`config.mk`:
```
export PLATFORM = sky130hd
export DESIGN_NAME = mxint8_negate_arbiter
export DESIGN_NICKNAME = d
export VERILOG_FILES = /design/src/rtl/mxint8_negate_arbiter_pkg.sv /design/src/rtl/mxint8_negate.sv /design/src/rtl/mxint8_negate_arbiter.sv
export SDC_FILE = /design/constraint.sdc
export NUM_CORES = 1
export LEC_CHECK = 0
export CAP_MARGIN = 20
export CORE_AREA = 2 2 314 316
export CTS_CLUSTER_DIAMETER = 150
export DETAILED_ROUTE_END_ITERATION = 10
export DIE_AREA = 0 0 316 318
export PLACE_DENSITY_LB_ADDON = 0.08
export SYNTH_ARGS = -nofsm -noshare
export SYNTH_HDL_FRONTEND = slang
export SYNTH_SLANG_ARGS = --single-unit
```
`constraint.sdc`:
```
create_clock -name i_clk -period 5.9 [get_ports i_clk]
set_clock_uncertainty 0.1 [all_clocks]
set_input_delay 0.885 -clock i_clk [delete_from_list [all_inputs] [get_ports i_clk]]
set_output_delay 0.885 -clock i_clk [all_outputs]
set_load 0.01 [all_outputs]
```
`src/rtl/mxint8_negate_arbiter_pkg.sv`:
```
// Shared MXINT8 block-format defaults used by the negate arbiter and its datapath.
package mxint8_negate_arbiter_pkg;
  localparam int MXINT8_BLOCK_SIZE_DEF    = 32;
  localparam int MXINT8_ELEMENT_WIDTH_DEF = 8;
  localparam int MXINT8_SCALE_WIDTH_DEF   = 8;
endpackage

```
`src/rtl/mxint8_negate.sv`:
```
// Result register for one MXINT8 block: optional per-element negation, scale passed through.
module mxint8_negate
  import mxint8_negate_arbiter_pkg::*;
#(
  parameter int BLOCK_SIZE           = MXINT8_BLOCK_SIZE_DEF,
  parameter int MXINT8_ELEMENT_WIDTH = MXINT8_ELEMENT_WIDTH_DEF,
  parameter int MXINT8_SCALE_WIDTH   = MXINT8_SCALE_WIDTH_DEF
) (
  input  logic                            i_clk,
  input  logic                            i_rst,
  input  logic                            i_load,
  input  logic                            i_op,
  input  logic [MXINT8_SCALE_WIDTH-1:0]   i_scale,
  input  logic [MXINT8_ELEMENT_WIDTH-1:0] i_elements [BLOCK_SIZE],
  output logic [MXINT8_SCALE_WIDTH-1:0]   o_scale,
  output logic [MXINT8_ELEMENT_WIDTH-1:0] o_elements [BLOCK_SIZE]
);
  logic [MXINT8_SCALE_WIDTH-1:0]   scale_q;
  logic [MXINT8_ELEMENT_WIDTH-1:0] el_d [BLOCK_SIZE];
  logic [MXINT8_ELEMENT_WIDTH-1:0] el_q [BLOCK_SIZE];

  // Modular negation: the most negative code maps onto itself, no saturation.
  always_comb begin
    for (int i = 0; i < BLOCK_SIZE; i++)
      el_d[i] = i_op ? ('0 - i_elements[i]) : i_elements[i];
  end

  always_ff @(posedge i_clk) begin
    if (i_rst) begin
      scale_q <= '0;
      for (int i = 0; i < BLOCK_SIZE; i++) el_q[i] <= '0;
    end else if (i_load) begin
      scale_q <= i_scale;
      for (int i = 0; i < BLOCK_SIZE; i++) el_q[i] <= el_d[i];
    end
  end

  assign o_scale    = scale_q;
  assign o_elements = el_q;
endmodule

```
`src/rtl/mxint8_negate_arbiter.sv`:
```
// Two-requester round-robin arbiter feeding a single-entry MXINT8 negate/pass-through stage.
module mxint8_negate_arbiter
  import mxint8_negate_arbiter_pkg::*;
#(
  parameter int BLOCK_SIZE           = MXINT8_BLOCK_SIZE_DEF,
  parameter int MXINT8_ELEMENT_WIDTH = MXINT8_ELEMENT_WIDTH_DEF,
  parameter int MXINT8_SCALE_WIDTH   = MXINT8_SCALE_WIDTH_DEF
) (
  input  logic                            i_clk,
  input  logic                            i_rst,
  input  logic                            i_req0_valid,
  output logic                            o_req0_ready,
  input  logic                            i_req0_op,
  input  logic [MXINT8_SCALE_WIDTH-1:0]   i_req0_scale,
  input  logic [MXINT8_ELEMENT_WIDTH-1:0] i_req0_elements [BLOCK_SIZE],
  input  logic                            i_req1_valid,
  output logic                            o_req1_ready,
  input  logic                            i_req1_op,
  input  logic [MXINT8_SCALE_WIDTH-1:0]   i_req1_scale,
  input  logic [MXINT8_ELEMENT_WIDTH-1:0] i_req1_elements [BLOCK_SIZE],
  output logic                            o_valid,
  input  logic                            i_ready,
  output logic [MXINT8_SCALE_WIDTH-1:0]   o_scale,
  output logic [MXINT8_ELEMENT_WIDTH-1:0] o_elements [BLOCK_SIZE],
  output logic                            o_id,
  output logic [15:0]                     o_blk_count
);
  typedef enum logic {EMPTY = 1'b0, FULL = 1'b1} state_e;

  state_e      state_q;
  logic        ptr_q;
  logic        id_q;
  logic [15:0] cnt_q;

  logic grant, slot_free, accept, deliver;
  logic sel_op;
  logic [MXINT8_SCALE_WIDTH-1:0]   sel_scale;
  logic [MXINT8_ELEMENT_WIDTH-1:0] sel_el [BLOCK_SIZE];

  // Grant depends only on valids and the pointer, never on payload.
  assign grant        = (i_req0_valid & i_req1_valid) ? ptr_q : i_req1_valid;
  assign slot_free    = (state_q == EMPTY) | i_ready;
  assign o_req0_ready = ~i_rst & slot_free & ~grant & i_req0_valid;
  assign o_req1_ready = ~i_rst & slot_free &  grant & i_req1_valid;
  assign accept       = o_req0_ready | o_req1_ready;
  assign deliver      = (state_q == FULL) & i_ready;

  always_comb begin
    sel_op    = grant ? i_req1_op    : i_req0_op;
    sel_scale = grant ? i_req1_scale : i_req0_scale;
    for (int i = 0; i < BLOCK_SIZE; i++)
      sel_el[i] = grant ? i_req1_elements[i] : i_req0_elements[i];
  end

  always_ff @(posedge i_clk) begin
    if (i_rst) begin
      state_q <= EMPTY;
      ptr_q   <= 1'b0;
      id_q    <= 1'b0;
      cnt_q   <= '0;
    end else begin
      if (deliver) cnt_q <= cnt_q + 16'd1;
      // A same-cycle accept refills the slot being drained, so no bubble.
      if (accept) begin
        state_q <= FULL;
        id_q    <= grant;
        ptr_q   <= ~grant;
      end else if (deliver) begin
        state_q <= EMPTY;
      end
    end
  end

  mxint8_negate #(
    .BLOCK_SIZE          (BLOCK_SIZE),
    .MXINT8_ELEMENT_WIDTH(MXINT8_ELEMENT_WIDTH),
    .MXINT8_SCALE_WIDTH  (MXINT8_SCALE_WIDTH)
  ) u_negate (
    .i_clk     (i_clk),
    .i_rst     (i_rst),
    .i_load    (accept),
    .i_op      (sel_op),
    .i_scale   (sel_scale),
    .i_elements(sel_el),
    .o_scale   (o_scale),
    .o_elements(o_elements)
  );

  assign o_valid     = (state_q == FULL);
  assign o_id        = id_q;
  assign o_blk_count = cnt_q;
endmodule

```
==> results.md <==
Logic synthesis:
- The sequential-to-total area share from yosys stat is 0.2808.
- The count of flip-flops with a built-in enable after synthesis is 0.
- The cell type with the largest total area after synthesis is dfxtp_1.
- After synthesis the cells add up to about 20000 µm².
- In the synthesized netlist the dominant register cell turns out to be dfxtp_1.
- After synthesis, the cell types taking the most area are dfxtp_1 (28%), mux2i_1 (9.5%), xor2_1 (4.7%), nand3_1 (3.8%), a21oi_1 (3.5%).
- Synthesis handed over a netlist of approximately 2500 instances.
- The proportion of synthesized flip-flops having asynchronous set or reset is 0.
- The Yosys step of the flow raised 0 warnings.
- In this run, synthesis produced a sequential element count of 283.
- The average footprint of a synthesized cell is 8.105 µm².
- The total nets after synthesis is 3049.
- Of the post-synthesis cell area, the dominant cell type holds 0.2808.
- By count the netlist is led by dfxtp_1 (283), mux2i_1 (191), nand3_1 (155).
- The most numerous cell in the Yosys netlist is dfxtp_1.
- The count of distinct cell types in the synthesized netlist is a little over 70.

Clock tree:
- After clock tree synthesis, the clock-pin slew on the worst setup and hold paths is roughly 0.06 ns.
- The count of cells resized by post-cts repair is 0.
- The CTS tree is yes.
- Counting the buffers created by CTS gives 42.
- Buffers added to address setup during post-CTS repair amount to 0.
- The number of buffers between clock root and the deepest sink is 3.
- Clock latency on the worst-skew pair, taken at its later pin, is ~0.57 ns.
- The clock tree synthesis step divided the H-tree into 2 levels.
- The number of hold buffers added after CTS is 0.
- The number of clock sinks is 283.
- The tree is rooted in a clkbuf_16.

Layout:
- The share of the core filled with cells is 0.3164.
- The final instance count without filler cells is approximately 4500.
- In the final layout, the share of cells above drive strength 1 is 0.04685.
- After filler insertion, the fill cell instance count of the layout stands at 10238.
- Relative to the synthesized area, the layout overhead comes to 52.77%.
- The total non-filler cell area in the finished layout is 30820 µm².
- In the final design database the tool counted 3730 nets.

Global routing:
- The number of global-route vias before repair is between 20000 and 25000.
- The initial antenna violation count came to 33.
- The global routing usage summed across all routing layers is 0.2259.
- For met3 alone, demand over resource in global routing was 0.05752.
- Entering global routing, the biggest net connects 207 pins.
- The first global-routing pass estimated ~170 mm of wire.
- The global routing usage on met2 is 0.3900.
- The global routing met1 resource utilization is 0.2714.
- The layer flagged by global routing as most heavily used is met2.
- The overflow left after global routing is 0.

Floorplan:
- The die area is 100500 µm².
- The initialized floorplan defines approximately 120 standard-cell rows.
- The die span in y is 318 µm.
- The core region is 97410 µm².
- The horizontal die dimension is 316 µm.
- For this configuration, the core starts out at a cell density of 0.2071.
- Pin placement for this block handled a little over 800 I/O pins.

Route:
- The routed wirelength normalized by instance count is between 20 and 30 µm.
- For this block, the via count after detailed routing is 23469.
- The final layout contains routed wiring with a total length of 118.8 mm.
- In the routed layout, each cell is associated on average with a via count of roughly 5.2.
- The detailed-router iteration count before antenna repair is 5.
- The remaining antenna violation count is 0.
- The detailed router finished its first iteration with between 1000 and 1500 violations.
- In the routed design, unresolved DRC markers number 0.

STA:
- Final hold analysis gives a worst-case slack of 0.3395 ns.
- Setup violations remaining at the end of the flow were counted as 0.
- Dividing the final minimum period by the clock period gives 0.7470.
- The max-slew violation count was 0.
- Setup repair after global routing left no endpoint under its margin.
- Headroom to the max-slew limit came out at 0.2849.
- The number of endpoints with negative hold slack in the final report is 0.
- The highest achievable clock rate is between 200 and 250 MHz.
- Setup total negative slack on the finished layout was measured at 0 ns.
- The final worst slack is 1.493 ns.
- The final period demand of the worst path is 4.407 ns.
- The transition at the pin with the smallest max-transition slack is 1.073 ns.

Placement:
- The worst setup slack before clock tree synthesis is 1.483 ns.
- The detailed-placement wirelength estimate is 86.04 mm.
- The post-placement cell count is between 4000 and 5000.
- The placed instances occupy a cell area of a little under 30000 µm².
- The count of buffers from port buffering is 818.
- The placer congestion estimate is about 0.88.

Power and ir drop:
- The power density normalized to cell area is 237.3 nW/µm².
- Summing internal, switching and leakage power gives 7.314 mW.
- VDD sags by at most about 0.19 mV.
- The cell leakage power is between 10 and 15 nW.

Setup path:
- In this run the worst path has a maximum fanout of 36.
- The worst path arrival time is around 3.4 ns.
- STA classifies the critical path endpoint as a primary output.
- The source of the critical timing path is i_req0_valid.
- The setup slack of the worst register-to-register path is 2.70 ns.
- The worst setup path is of the input pin to primary output kind.
- The launch point of the worst reg-to-reg path is ptr_q.
- The startpoint class of the critical path is an input pin.
- For the worst setup path, the data required time is 4.91 ns.

Status:
- The flow ran to the end, and the final reports show no timing, DRC or antenna violations.

Min path:
- The class of the tightest hold or removal check is flop to flop.
- In this run the most critical hold path is launched from u_negate.o_elements[173].

Job:
- Max-cap violations in this run came to 0.
-- cells by family (layout without fill, tap and decap cells) --
logic type / after synthesis / in the layout / share of synthesized area
AO/OA/AOI/OAI: 761 / 761 / 0.2615
XOR/XNOR: 153 / 153 / 0.06642
adder cells (fa/ha/maj): 25 / 25 / 0.01550
buffers and inverters: 241 / 954 / 0.05681
flip-flops: 283 / 283 / 0.2808
multiplexers: 218 / 218 / 0.1098
other: 0 / 19 / 0
AND/OR/NAND/NOR: 808 / 808 / 0.2091
-- where the power goes --
part	internal, mW	leakage [nW]	switching (mW)
registers	2.13	2.34	0.131
clock network	1.61	0.694	1.07
logic	1.12	7.99	1.26
total	4.86	11.0	2.45
-- per-layer routing --
metal,vias up,wire [µm]
li1,10974,-
met1,11462,48290
met2,836,58240
met3,171,8667
met4,26,3410
met5,-,184
-- critical path, cell delays in order --
cell	delay, ns
clkdlybuf4s50_1	0.68
nor2_1	0.18
or3_4	0.58
nor2_2	0.16
buf_4	0.32
clkdlybuf4s50_1	0.60
-- registers in the layout (all words and copies together), names as in the netlist --
register	count
u_negate.o_elements	256
ptr_q	1
o_id	1
o_blk_count	16
o_valid	1
u_negate.o_scale	8
-- cell type report --
cell class | instances | area (µm²) | area share
clock buffers | 63 | 1231 | 0.03995
flip-flops and latches | 283 | 5665 | 0.1838
well taps | 1287 | 1610 | 0.05225
repair buffers | 853 | 8597 | 0.2789
multi-input cells | 1965 | 13400 | 0.4348
inverters | 25 | 98.84 | 0.003207
diodes | 19 | 47.55 | 0.001543
clock inverters | 13 | 168.9 | 0.005481
-- cell usage in the layout, fill, tap and decap left out, types with 23 or more instances in the layout --
| cell | count |
|---|---|
| nand2_1 | 140 |
| nor4_1 | 52 |
| or4_1 | 66 |
| clkdlybuf4s50_1 | 814 |
| nor2_1 | 123 |
| o21ai_0 | 140 |
| nor3_1 | 131 |
| xor2_1 | 108 |
| nand4_1 | 27 |
| nand3b_1 | 29 |
| xnor2_1 | 45 |
| a211o_1 | 48 |
| inv_1 | 23 |
| o211ai_1 | 27 |
| a221oi_1 | 53 |
| a2111oi_0 | 27 |
| clkbuf_16 | 43 |
| or3_1 | 38 |
| nand3_1 | 155 |
| ha_1 | 25 |
| o21ai_1 | 26 |
| mux2_2 | 24 |
| o31ai_1 | 42 |
| a211oi_1 | 60 |
| dfxtp_1 | 283 |
| buf_4 | 24 |
| mux2i_1 | 191 |
| a21oi_1 | 143 |
-- worst paths after layout --
path                                            endpoint  cells after the start
worst max register to register   u_negate.o_elements[30]                      7
worst min register to register  u_negate.o_elements[173]                      2
worst max-delay path                        o_req0_ready                      6
worst min-delay path            u_negate.o_elements[173]                      2
No activity file was read; power rests on OpenSTA's default activity.
